## src/rtl/add_arbiter.sv

```systemverilog
`default_nettype none
// ============================================================================
// Module   : add_arbiter (with carry_sel_adder, csa_rca)
// Brief    : Round-robin front end sharing one 16-bit carry-select adder
//            between two valid/ready requesters, tagged response channel.
// Revision : 1.0  initial release
// ============================================================================

module csa_rca #(
    parameter int WIDTH = 4
) (
    input  logic [WIDTH-1:0] a_i,
    input  logic [WIDTH-1:0] b_i,
    input  logic             cin_i,
    output logic [WIDTH-1:0] sum_o,
    output logic             cout_o
);
    logic [WIDTH:0] w_c;

    assign w_c[0] = cin_i;

    generate
        for (genvar g = 0; g < WIDTH; g++) begin : g_fa
            assign sum_o[g]  = a_i[g] ^ b_i[g] ^ w_c[g];
            assign w_c[g+1]  = (a_i[g] & b_i[g]) | (w_c[g] & (a_i[g] ^ b_i[g]));
        end
    endgenerate

    assign cout_o = w_c[WIDTH];
endmodule

module carry_sel_adder #(
    parameter int WIDTH = 16,
    parameter int BLOCK = 4
) (
    input  logic [WIDTH-1:0] a_i,
    input  logic [WIDTH-1:0] b_i,
    input  logic             cin_i,
    output logic [WIDTH-1:0] sum_o,
    output logic             cout_o
);
    localparam int C_NBLK = WIDTH / BLOCK;

    logic [C_NBLK:0] w_carry;

    assign w_carry[0] = cin_i;

    generate
        for (genvar g = 0; g < C_NBLK; g++) begin : g_blk
            if (g == 0) begin : g_first
                csa_rca #(.WIDTH(BLOCK)) u_rca (
                    .a_i    (a_i[g*BLOCK +: BLOCK]),
                    .b_i    (b_i[g*BLOCK +: BLOCK]),
                    .cin_i  (w_carry[g]),
                    .sum_o  (sum_o[g*BLOCK +: BLOCK]),
                    .cout_o (w_carry[g+1])
                );
            end else begin : g_sel
                logic [BLOCK-1:0] w_s0;
                logic [BLOCK-1:0] w_s1;
                logic             w_c0;
                logic             w_c1;

                // Both carry-in hypotheses are computed up front; the real
                // carry from the lower block only drives the select.
                csa_rca #(.WIDTH(BLOCK)) u_rca0 (
                    .a_i    (a_i[g*BLOCK +: BLOCK]),
                    .b_i    (b_i[g*BLOCK +: BLOCK]),
                    .cin_i  (1'b0),
                    .sum_o  (w_s0),
                    .cout_o (w_c0)
                );
                csa_rca #(.WIDTH(BLOCK)) u_rca1 (
                    .a_i    (a_i[g*BLOCK +: BLOCK]),
                    .b_i    (b_i[g*BLOCK +: BLOCK]),
                    .cin_i  (1'b1),
                    .sum_o  (w_s1),
                    .cout_o (w_c1)
                );

                assign sum_o[g*BLOCK +: BLOCK] = w_carry[g] ? w_s1 : w_s0;
                assign w_carry[g+1]            = w_carry[g] ? w_c1 : w_c0;
            end
        end
    endgenerate

    assign cout_o = w_carry[C_NBLK];
endmodule

module add_arbiter #(
    parameter int WIDTH = 16
) (
    input  logic             clk,
    input  logic             rst,
    input  logic             req0_valid,
    output logic             req0_ready,
    input  logic [WIDTH-1:0] req0_a,
    input  logic [WIDTH-1:0] req0_b,
    input  logic             req1_valid,
    output logic             req1_ready,
    input  logic [WIDTH-1:0] req1_a,
    input  logic [WIDTH-1:0] req1_b,
    output logic             rsp_valid,
    input  logic             rsp_ready,
    output logic             rsp_id,
    output logic [WIDTH-1:0] rsp_sum,
    output logic             rsp_cout,
    output logic             busy
);
    localparam logic [1:0] ST_IDLE = 2'd0;
    localparam logic [1:0] ST_CALC = 2'd1;
    localparam logic [1:0] ST_RESP = 2'd2;

    logic [1:0]       state_q;
    logic [1:0]       state_d;
    logic             last_q;
    logic [WIDTH-1:0] a_q;
    logic [WIDTH-1:0] b_q;
    logic             id_q;
    logic             rsp_valid_q;
    logic             rsp_id_q;
    logic [WIDTH-1:0] rsp_sum_q;
    logic             rsp_cout_q;

    logic             w_grant0;
    logic             w_grant1;
    logic             w_acc0;
    logic             w_acc1;
    logic [WIDTH-1:0] w_sum;
    logic             w_cout;

    // On a tie the requester that was not served last wins.
    assign w_grant0 = req0_valid && (!req1_valid || last_q);
    assign w_grant1 = req1_valid && (!req0_valid || !last_q);
    assign w_acc0   = (state_q == ST_IDLE) && w_grant0;
    assign w_acc1   = (state_q == ST_IDLE) && w_grant1;

    carry_sel_adder #(.WIDTH(WIDTH), .BLOCK(4)) u_adder (
        .a_i    (a_q),
        .b_i    (b_q),
        .cin_i  (1'b0),
        .sum_o  (w_sum),
        .cout_o (w_cout)
    );

    always_ff @(posedge clk) begin
        if (rst) begin
            state_q <= ST_IDLE;
        end else begin
            state_q <= state_d;
        end
    end

    always_comb begin
        state_d = state_q;
        case (state_q)
            ST_IDLE: if (w_acc0 || w_acc1) state_d = ST_CALC;
            ST_CALC: state_d = ST_RESP;
            ST_RESP: if (rsp_ready) state_d = ST_IDLE;
            default: state_d = ST_IDLE;
        endcase
    end

    always_comb begin
        req0_ready = w_acc0;
        req1_ready = w_acc1;
        busy       = (state_q != ST_IDLE);
    end

    always_ff @(posedge clk) begin
        if (rst) begin
            last_q      <= 1'b1;
            a_q         <= '0;
            b_q         <= '0;
            id_q        <= 1'b0;
            rsp_valid_q <= 1'b0;
            rsp_id_q    <= 1'b0;
            rsp_sum_q   <= '0;
            rsp_cout_q  <= 1'b0;
        end else begin
            if (w_acc0) begin
                a_q    <= req0_a;
                b_q    <= req0_b;
                id_q   <= 1'b0;
                last_q <= 1'b0;
            end else if (w_acc1) begin
                a_q    <= req1_a;
                b_q    <= req1_b;
                id_q   <= 1'b1;
                last_q <= 1'b1;
            end
            if (state_q == ST_CALC) begin
                rsp_sum_q   <= w_sum;
                rsp_cout_q  <= w_cout;
                rsp_id_q    <= id_q;
                rsp_valid_q <= 1'b1;
            end else if ((state_q == ST_RESP) && rsp_ready) begin
                rsp_valid_q <= 1'b0;
            end
        end
    end

    assign rsp_valid = rsp_valid_q;
    assign rsp_id    = rsp_id_q;
    assign rsp_sum   = rsp_sum_q;
    assign rsp_cout  = rsp_cout_q;
endmodule

`default_nettype wire

```

## config.mk

```make
export PLATFORM = sky130hd
export DESIGN_NAME = add_arbiter
export DESIGN_NICKNAME = d
export VERILOG_FILES = /design/src/rtl/add_arbiter.sv
export SDC_FILE = /design/constraint.sdc
export NUM_CORES = 1
export LEC_CHECK = 0
export ABC_AREA = 1
export CAP_MARGIN = 10
export CORE_MARGIN = 3
export CORE_UTILIZATION = 55
export DETAILED_ROUTE_END_ITERATION = 16
export PLACE_DENSITY = 0.87
export SLEW_MARGIN = 10
export SYNTH_ARGS = -nofsm -noshare
export SYNTH_HDL_FRONTEND = slang
export SYNTH_HIERARCHICAL = 1
export SYNTH_SLANG_ARGS = --single-unit
```

## constraint.sdc

```tcl
create_clock -name clk -period 5.2 [get_ports clk]
set_input_delay 1.56 -clock clk [delete_from_list [all_inputs] [get_ports clk]]
set_output_delay 1.56 -clock clk [all_outputs]
set_load 0.01 [all_outputs]
```

### After elaboration in Yosys (flattened, before gate mapping)

Index checks and enable logic that the tools add are counted.

| word-level totals | value |
|---|---|
| output and inout bits | 22 |
| word-level logic and storage cells | 148 |
| register bits after elaboration | 55 |

| cells by class | value |
|---|---|
| equality and inequality tests | 4 |
| bitwise logic cells | 101 |
| muxes and demuxes | 17 |
| reduce and logical (&&, ||, !) cells | 17 |

Operators by type and width:

| cell | number |
|---|---|
| two-way mux 16 bit | 4 |
| bitwise AND 1 bit | 37 |
| XOR 1 bit | 37 |
| OR 1 bit | 24 |
| two-way mux 4 bit | 3 |
| two-way mux 1 bit | 7 |
| case mux 2 bit (3 select lines) | 1 |
| nonzero test 2 bit | 3 |
| logical AND 1 bit | 5 |
| two-way mux 2 bit | 2 |
| logical NOT 1 bit | 3 |
| logical OR 1 bit | 3 |
| NOT 1 bit | 3 |
| equality test 2 x 1 -> 1 bit, second input constant | 1 |
| equality test 2 bit, second input constant | 1 |
| logical NOT 2 bit | 1 |
| inequality test 2 x 1 -> 1 bit, second input constant | 1 |
| inequality test 2 bit, second input constant | 1 |
| AND reduction 2 bit | 1 |
| OR reduction 2 bit | 1 |

### Longest topological paths before layout

| depth | value |
|---|---|
| depth in word-level cells | 11 |
| mapped depth | 16 |

### Modules after synthesis

The synthesis kept the hierarchy.

Modules (own cells, without submodules):

| module | cells an instance | area an instance (um2) | times used | sequential area each (um2) |
|---|---|---|---|---|
| add_arbiter | 388 | 2,831.5 | 1 | 1,101.1 |
| csa_rca | 14 | 117.6 | 7 | 0.0 |
| carry_sel_adder | 55 | 237.7 | 1 | 0.0 |

### Least setup slack after synthesis

Ideal clock, no wire load.

| timing | value |
|---|---|
| path type | input-to-output |
| from | input req1_valid |
| to | output req0_ready |
| stages on the path | 4 |
| arrival time | 2.088 ns |
| data required time | 3.640 ns |
| slack | 1.552 ns |
| cell sequence | nand2_1 -> nand3_4 -> buf_2 -> inv_1 |

| between the ends | value |
|---|---|
| cells in the longest elaborated chain, start to end | 4 |

RTL lines:

| what | line | RTL |
|---|---|---|
| start: declaration | 99 | `input logic req1_valid,` |
| logical NOT 1 bit | 133 | `assign w_grant0 = req0_valid && (!req1_valid \|\| last_q);` |
| logical OR 1 bit | 133 |  |
| logical AND 1 bit | 133 |  |
| logical AND 1 bit | 135 | `assign w_acc0 = (state_q == ST_IDLE) && w_grant0;` |
| end: declaration | 96 | `output logic req0_ready,` |

No other way between the ends.

### Final worst setup path

| timing | value |
|---|---|
| from | input req0_valid |
| to | output req1_ready |

| between the ends | value |
|---|---|
| cells in the longest elaborated chain, start to end | 4 |

RTL lines:

| what | line | RTL |
|---|---|---|
| start: declaration | 95 | `input logic req0_valid,` |
| logical NOT 1 bit | 134 | `assign w_grant1 = req1_valid && (!req0_valid \|\| !last_q);` |
| logical OR 1 bit | 134 |  |
| logical AND 1 bit | 134 |  |
| logical AND 1 bit | 136 | `assign w_acc1 = (state_q == ST_IDLE) && w_grant1;` |
| end: declaration | 100 | `output logic req1_ready,` |

No other way between the ends.

==> impl_metrics.xml <==
<?xml version="1.0" encoding="UTF-8"?>
<metrics>
  <group name="global_route">
    <metric name="largest_net_degree_at_the_start_of_global_routing" unit="">37</metric>
    <metric name="grt_remaining_overflow" unit="">0</metric>
    <metric name="grt_pass1_wl" unit="um">15000</metric>
    <metric name="grt.total_usage" unit="%">22.2</metric>
    <metric name="grt_antenna_before_repair" unit="">0</metric>
    <metric name="grt_pass1_vias" unit="">3405</metric>
  </group>
  <group name="timing">
    <metric name="finalSetupTns" unit="ns">0</metric>
    <metric name="worst_clock_skew" unit="ns">0.00512</metric>
    <metric name="max_clock_freq" unit="GHz">0.214</metric>
    <metric name="finalHoldWorstSlack" unit="ns">0.488</metric>
    <metric name="final-setup-viol-count" unit="">0</metric>
    <metric name="rsz0062_at_grt" unit="">false</metric>
    <metric name="tcrit_tclk_final" unit="%">89.8</metric>
    <metric name="slew_violations" unit="">0</metric>
    <metric name="period_minus_slack" unit="ns">4.67</metric>
    <metric name="actual_transition_at_the_worst_max_transition_pin" unit="ns">0.925</metric>
    <metric name="hold_viol_final" unit="">0</metric>
    <metric name="timing.slew.headroom" unit="%">38.1</metric>
  </group>
  <group name="layout">
    <metric name="final_layout_size_suffix_gt1_share" unit="%">8.23</metric>
    <metric name="layout.cells.most_common_list" unit="">sky130_fd_sc_hd__inv_1 (144), sky130_fd_sc_hd__nand2_1 (99), sky130_fd_sc_hd__clkdlybuf4s50_1 (90), sky130_fd_sc_hd__dfxtp_1 (55), sky130_fd_sc_hd__nor2_1 (39)</metric>
    <metric name="n_fill_cell" unit="">526</metric>
    <metric name="final_common_cell" unit="">sky130_fd_sc_hd__inv_1</metric>
    <metric name="area_occupied_by_multi_input_gates" unit="mm2">0.00205</metric>
    <metric name="area.growth.synth_to_final" unit="%">26.2</metric>
    <metric name="design.final.nets" unit="">716</metric>
    <metric name="area_of_all_placed_cells_without_fillers" unit="mm2">0.00491</metric>
    <metric name="antenna_cells_inserted" unit="">0</metric>
    <metric name="register_area" unit="mm2">0.00110</metric>
  </group>
  <group name="worst_setup_path">
    <metric name="ff2ff_setup_slack" unit="ns">2.27</metric>
    <metric name="path_class" unit="">input port to output pin</metric>
    <metric name="arrival" unit="ns">3.11</metric>
    <metric name="setup.worst_path.end_class" unit="">output pin</metric>
    <metric name="rr_endpoint" unit="">rsp_sum[12]$_SDFFE_PP0P_</metric>
    <metric name="worstPathRequired" unit="ns">3.64</metric>
    <metric name="crit_path_start_kind" unit="">input port</metric>
    <metric name="timing.reg2reg.worst_path_depth" unit="">15</metric>
    <metric name="timing.rr.start" unit="">a_q[0]$_SDFFE_PP0P_</metric>
    <metric name="crit_path_max_fanout" unit="">8</metric>
  </group>
  <group name="clock_tree">
    <metric name="count_of_hold_fix_buffers_inserted_at_cts" unit="">0</metric>
    <metric name="clock_tree_from_tritoncts" unit="">done</metric>
    <metric name="cts_buffers" unit="">5</metric>
    <metric name="clk_path_buf_depth" unit="">2</metric>
    <metric name="post_cts_buffers" unit="">0</metric>
    <metric name="cts_htree_levels" unit="">2</metric>
    <metric name="cts_resized" unit="">0</metric>
    <metric name="cts_num_sinks" unit="">55</metric>
    <metric name="clk_root_buffer_cell" unit="">sky130_fd_sc_hd__clkbuf_8</metric>
    <metric name="path_clk_slew" unit="ns">0.10</metric>
    <metric name="clk-insertion-delay-late" unit="ns">0.32</metric>
  </group>
  <group name="detailed_routing">
    <metric name="drt_pre_antenna_iters" unit="">5</metric>
    <metric name="vias" unit="">3623</metric>
    <metric name="route.final.wire_length" unit="um">9160</metric>
    <metric name="detail_route.drc_violations" unit="">0</metric>
    <metric name="detailedRoute.firstIterationViolations" unit="">192</metric>
    <metric name="drtAntennaViolNets" unit="">0</metric>
    <metric name="average_wire_length_per_cell_after_detail_routing" unit="um">12.8</metric>
    <metric name="detail_route.vias_per_cell" unit="">5.06</metric>
  </group>
  <group name="synth">
    <metric name="synth_top_cells_by_area" unit="">sky130_fd_sc_hd__dfxtp_1 (28%), sky130_fd_sc_hd__fa_1 (14%), sky130_fd_sc_hd__inv_1 (14%)</metric>
    <metric name="post_synth_num_cell_types" unit="">26</metric>
    <metric name="yosys_register_bits" unit="">55</metric>
    <metric name="synth_sequential_area_ratio" unit="%">28.3</metric>
    <metric name="ys_dominant_reg_cell" unit="">sky130_fd_sc_hd__dfxtp_1</metric>
    <metric name="synth_top_area_share" unit="%">28.3</metric>
    <metric name="synthCells" unit="">541</metric>
    <metric name="mappedNetlistArea" unit="mm2">0.00389</metric>
    <metric name="avgSynthCellArea" unit="um2">7.19</metric>
    <metric name="ys_warn_count" unit="">6</metric>
    <metric name="synth_enable_flop_cells" unit="">0</metric>
    <metric name="synth-async-reset-ratio" unit="%">0</metric>
    <metric name="yosys.area.top_type" unit="">sky130_fd_sc_hd__dfxtp_1</metric>
  </group>
  <group name="floorplanning">
    <metric name="initial_util" unit="%">57.0</metric>
    <metric name="rows" unit="">30</metric>
    <metric name="die_w" unit="um">90.1</metric>
    <metric name="vertical_die_dimension" unit="um">90.1</metric>
    <metric name="ios" unit="">91</metric>
    <metric name="die_area" unit="mm2">0.00812</metric>
    <metric name="core_region_area" unit="mm2">0.00683</metric>
  </group>
  <group name="flow_run">
    <metric name="max_cap_viol_count" unit="">0</metric>
  </group>
  <group name="min_path">
    <metric name="worst_hold_path_type" unit="">flip-flop to flip-flop</metric>
    <metric name="worstHoldStart" unit="">rsp_sum[13]$_SDFFE_PP0P_</metric>
    <metric name="hold-path-cell-count" unit="">2</metric>
    <metric name="worst_hold_path.endpoint" unit="">rsp_sum[13]$_SDFFE_PP0P_</metric>
  </group>
  <group name="power_and_ir_drop">
    <metric name="switching_power" unit="W">0.000483</metric>
    <metric name="power_frac_comb" unit="%">37.2</metric>
    <metric name="power.internal" unit="W">0.000896</metric>
    <metric name="share_clk_of_total_power" unit="%">24.8</metric>
    <metric name="pwr-share-seq" unit="%">38.0</metric>
    <metric name="sw_frac_of_total" unit="%">35.0</metric>
    <metric name="power_leakage" unit="nW">2.44</metric>
    <metric name="p_per_area" unit="mW/mm2">281</metric>
    <metric name="max-vdd-ir-drop" unit="mV">0.125</metric>
  </group>
  <group name="placement">
    <metric name="number_of_input_and_output_port_buffers_inserted" unit="">90</metric>
    <metric name="finalWeightedCongestion" unit="">0.817</metric>
    <metric name="postPlaceCellArea" unit="mm2">0.00477</metric>
    <metric name="post-dp-hpwl" unit="um">7080</metric>
  </group>
  <group name="status">
    <metric name="outcome" unit="">finished, final reports clean</metric>
  </group>
</metrics>
[state kept, by name (all words and copies together) (netlist names)]
register	count
a_q	16
b_q	16
id_q	1
last_q	1
rsp_cout	1
rsp_id	1
rsp_sum	16
rsp_valid	1
state_q	2
[per-layer routing]
metal | vias up | track usage, % | part of all wire [%]
met5 | - | 0 | 0
met4 | 0 | 8.93 | 2.9
met3 | 28 | 4.27 | 6.4
met2 | 158 | 38.1 | 50
met1 | 1658 | 27.3 | 40
li1 | 1779 | - | -
[synthesized netlist by cell type, types with 2 or more instances]
cell type	n
sky130_fd_sc_hd__o21ai_0	10
sky130_fd_sc_hd__nand4_1	32
sky130_fd_sc_hd__conb_1	3
sky130_fd_sc_hd__inv_1	144
sky130_fd_sc_hd__dfxtp_1	55
sky130_fd_sc_hd__buf_12	3
sky130_fd_sc_hd__nand3_2	30
sky130_fd_sc_hd__fa_1	28
sky130_fd_sc_hd__nand3_1	20
sky130_fd_sc_hd__buf_2	13
sky130_fd_sc_hd__nand2_1	99
sky130_fd_sc_hd__o21ai_1	8
sky130_fd_sc_hd__buf_4	4
sky130_fd_sc_hd__a21oi_1	36
sky130_fd_sc_hd__nor2_1	39
sky130_fd_sc_hd__clkbuf_1	6
sky130_fd_sc_hd__inv_2	2
[critical path, stage by stage]
cell	delay (ns)
sky130_fd_sc_hd__clkdlybuf4s50_1	0.58
sky130_fd_sc_hd__a21oi_1	0.36
sky130_fd_sc_hd__clkdlybuf4s50_1	0.61
[power groups by stage]
| stage | clock, W | combinational (W) | sequential, W |
|---|---|---|---|
| global placement | 0 | 0.000476 | 0.000528 |
| finish | 0.000342 | 0.000513 | 0.000524 |
| CTS | 0.000347 | 0.000511 | 0.000524 |
| floorplan | 0 | 0.000350 | 0.000528 |
| detailed placement | 0 | 0.000507 | 0.000533 |
| global route | 0.000367 | 0.000582 | 0.000529 |
[final cells by class]
class,count,area share [%]
Clock inverter,3,1.45
Multi-Input combinational cell,315,41.8
Tap cell,96,2.45
Timing Repair Buffer,95,19.1
Inverter,147,11.3
Clock buffer,5,1.40
Sequential cell,55,22.4
[how the worst max path moves through the flow]
stage / startpoint / end / slack [ns] / cells past startpoint
4_1_cts: req0_valid / req1_ready / 0.56 / 3
3_3_place_gp: req0_valid / req1_ready / 0.57 / 3
3_5_place_dp: req0_valid / req1_ready / 0.56 / 3
6_report: req0_valid / req1_ready / 0.53 / 3
2_1_floorplan: req1_valid / req0_ready / 1.55 / 4
5_1_grt: req1_valid / req1_ready / 0.52 / 4
[stage by stage]
stage,utilization [%],setup slack [ns],total power [W],cells
floorplan,-,1.55,0.000878,545
global placement,69.8,0.575,0.00100,708
detailed placement,69.8,0.558,0.00104,708
CTS,71.9,0.558,0.00138,716
global route,71.9,0.516,0.00148,716
finish,71.9,0.531,0.00138,716
[kinds of logic (layout without fill, tap and decap cells)]
kind of cell | Yosys count | in the layout | synth area share, %
simple gates | 225 | 225 | 30.3
fa+ha+maj | 28 | 28 | 14.4
flops | 55 | 55 | 28.3
compound gates | 55 | 55 | 7.36
other cells | 3 | 7 | 0.289
buf+inv | 175 | 250 | 19.3
(Power assumes the default switching activity.)
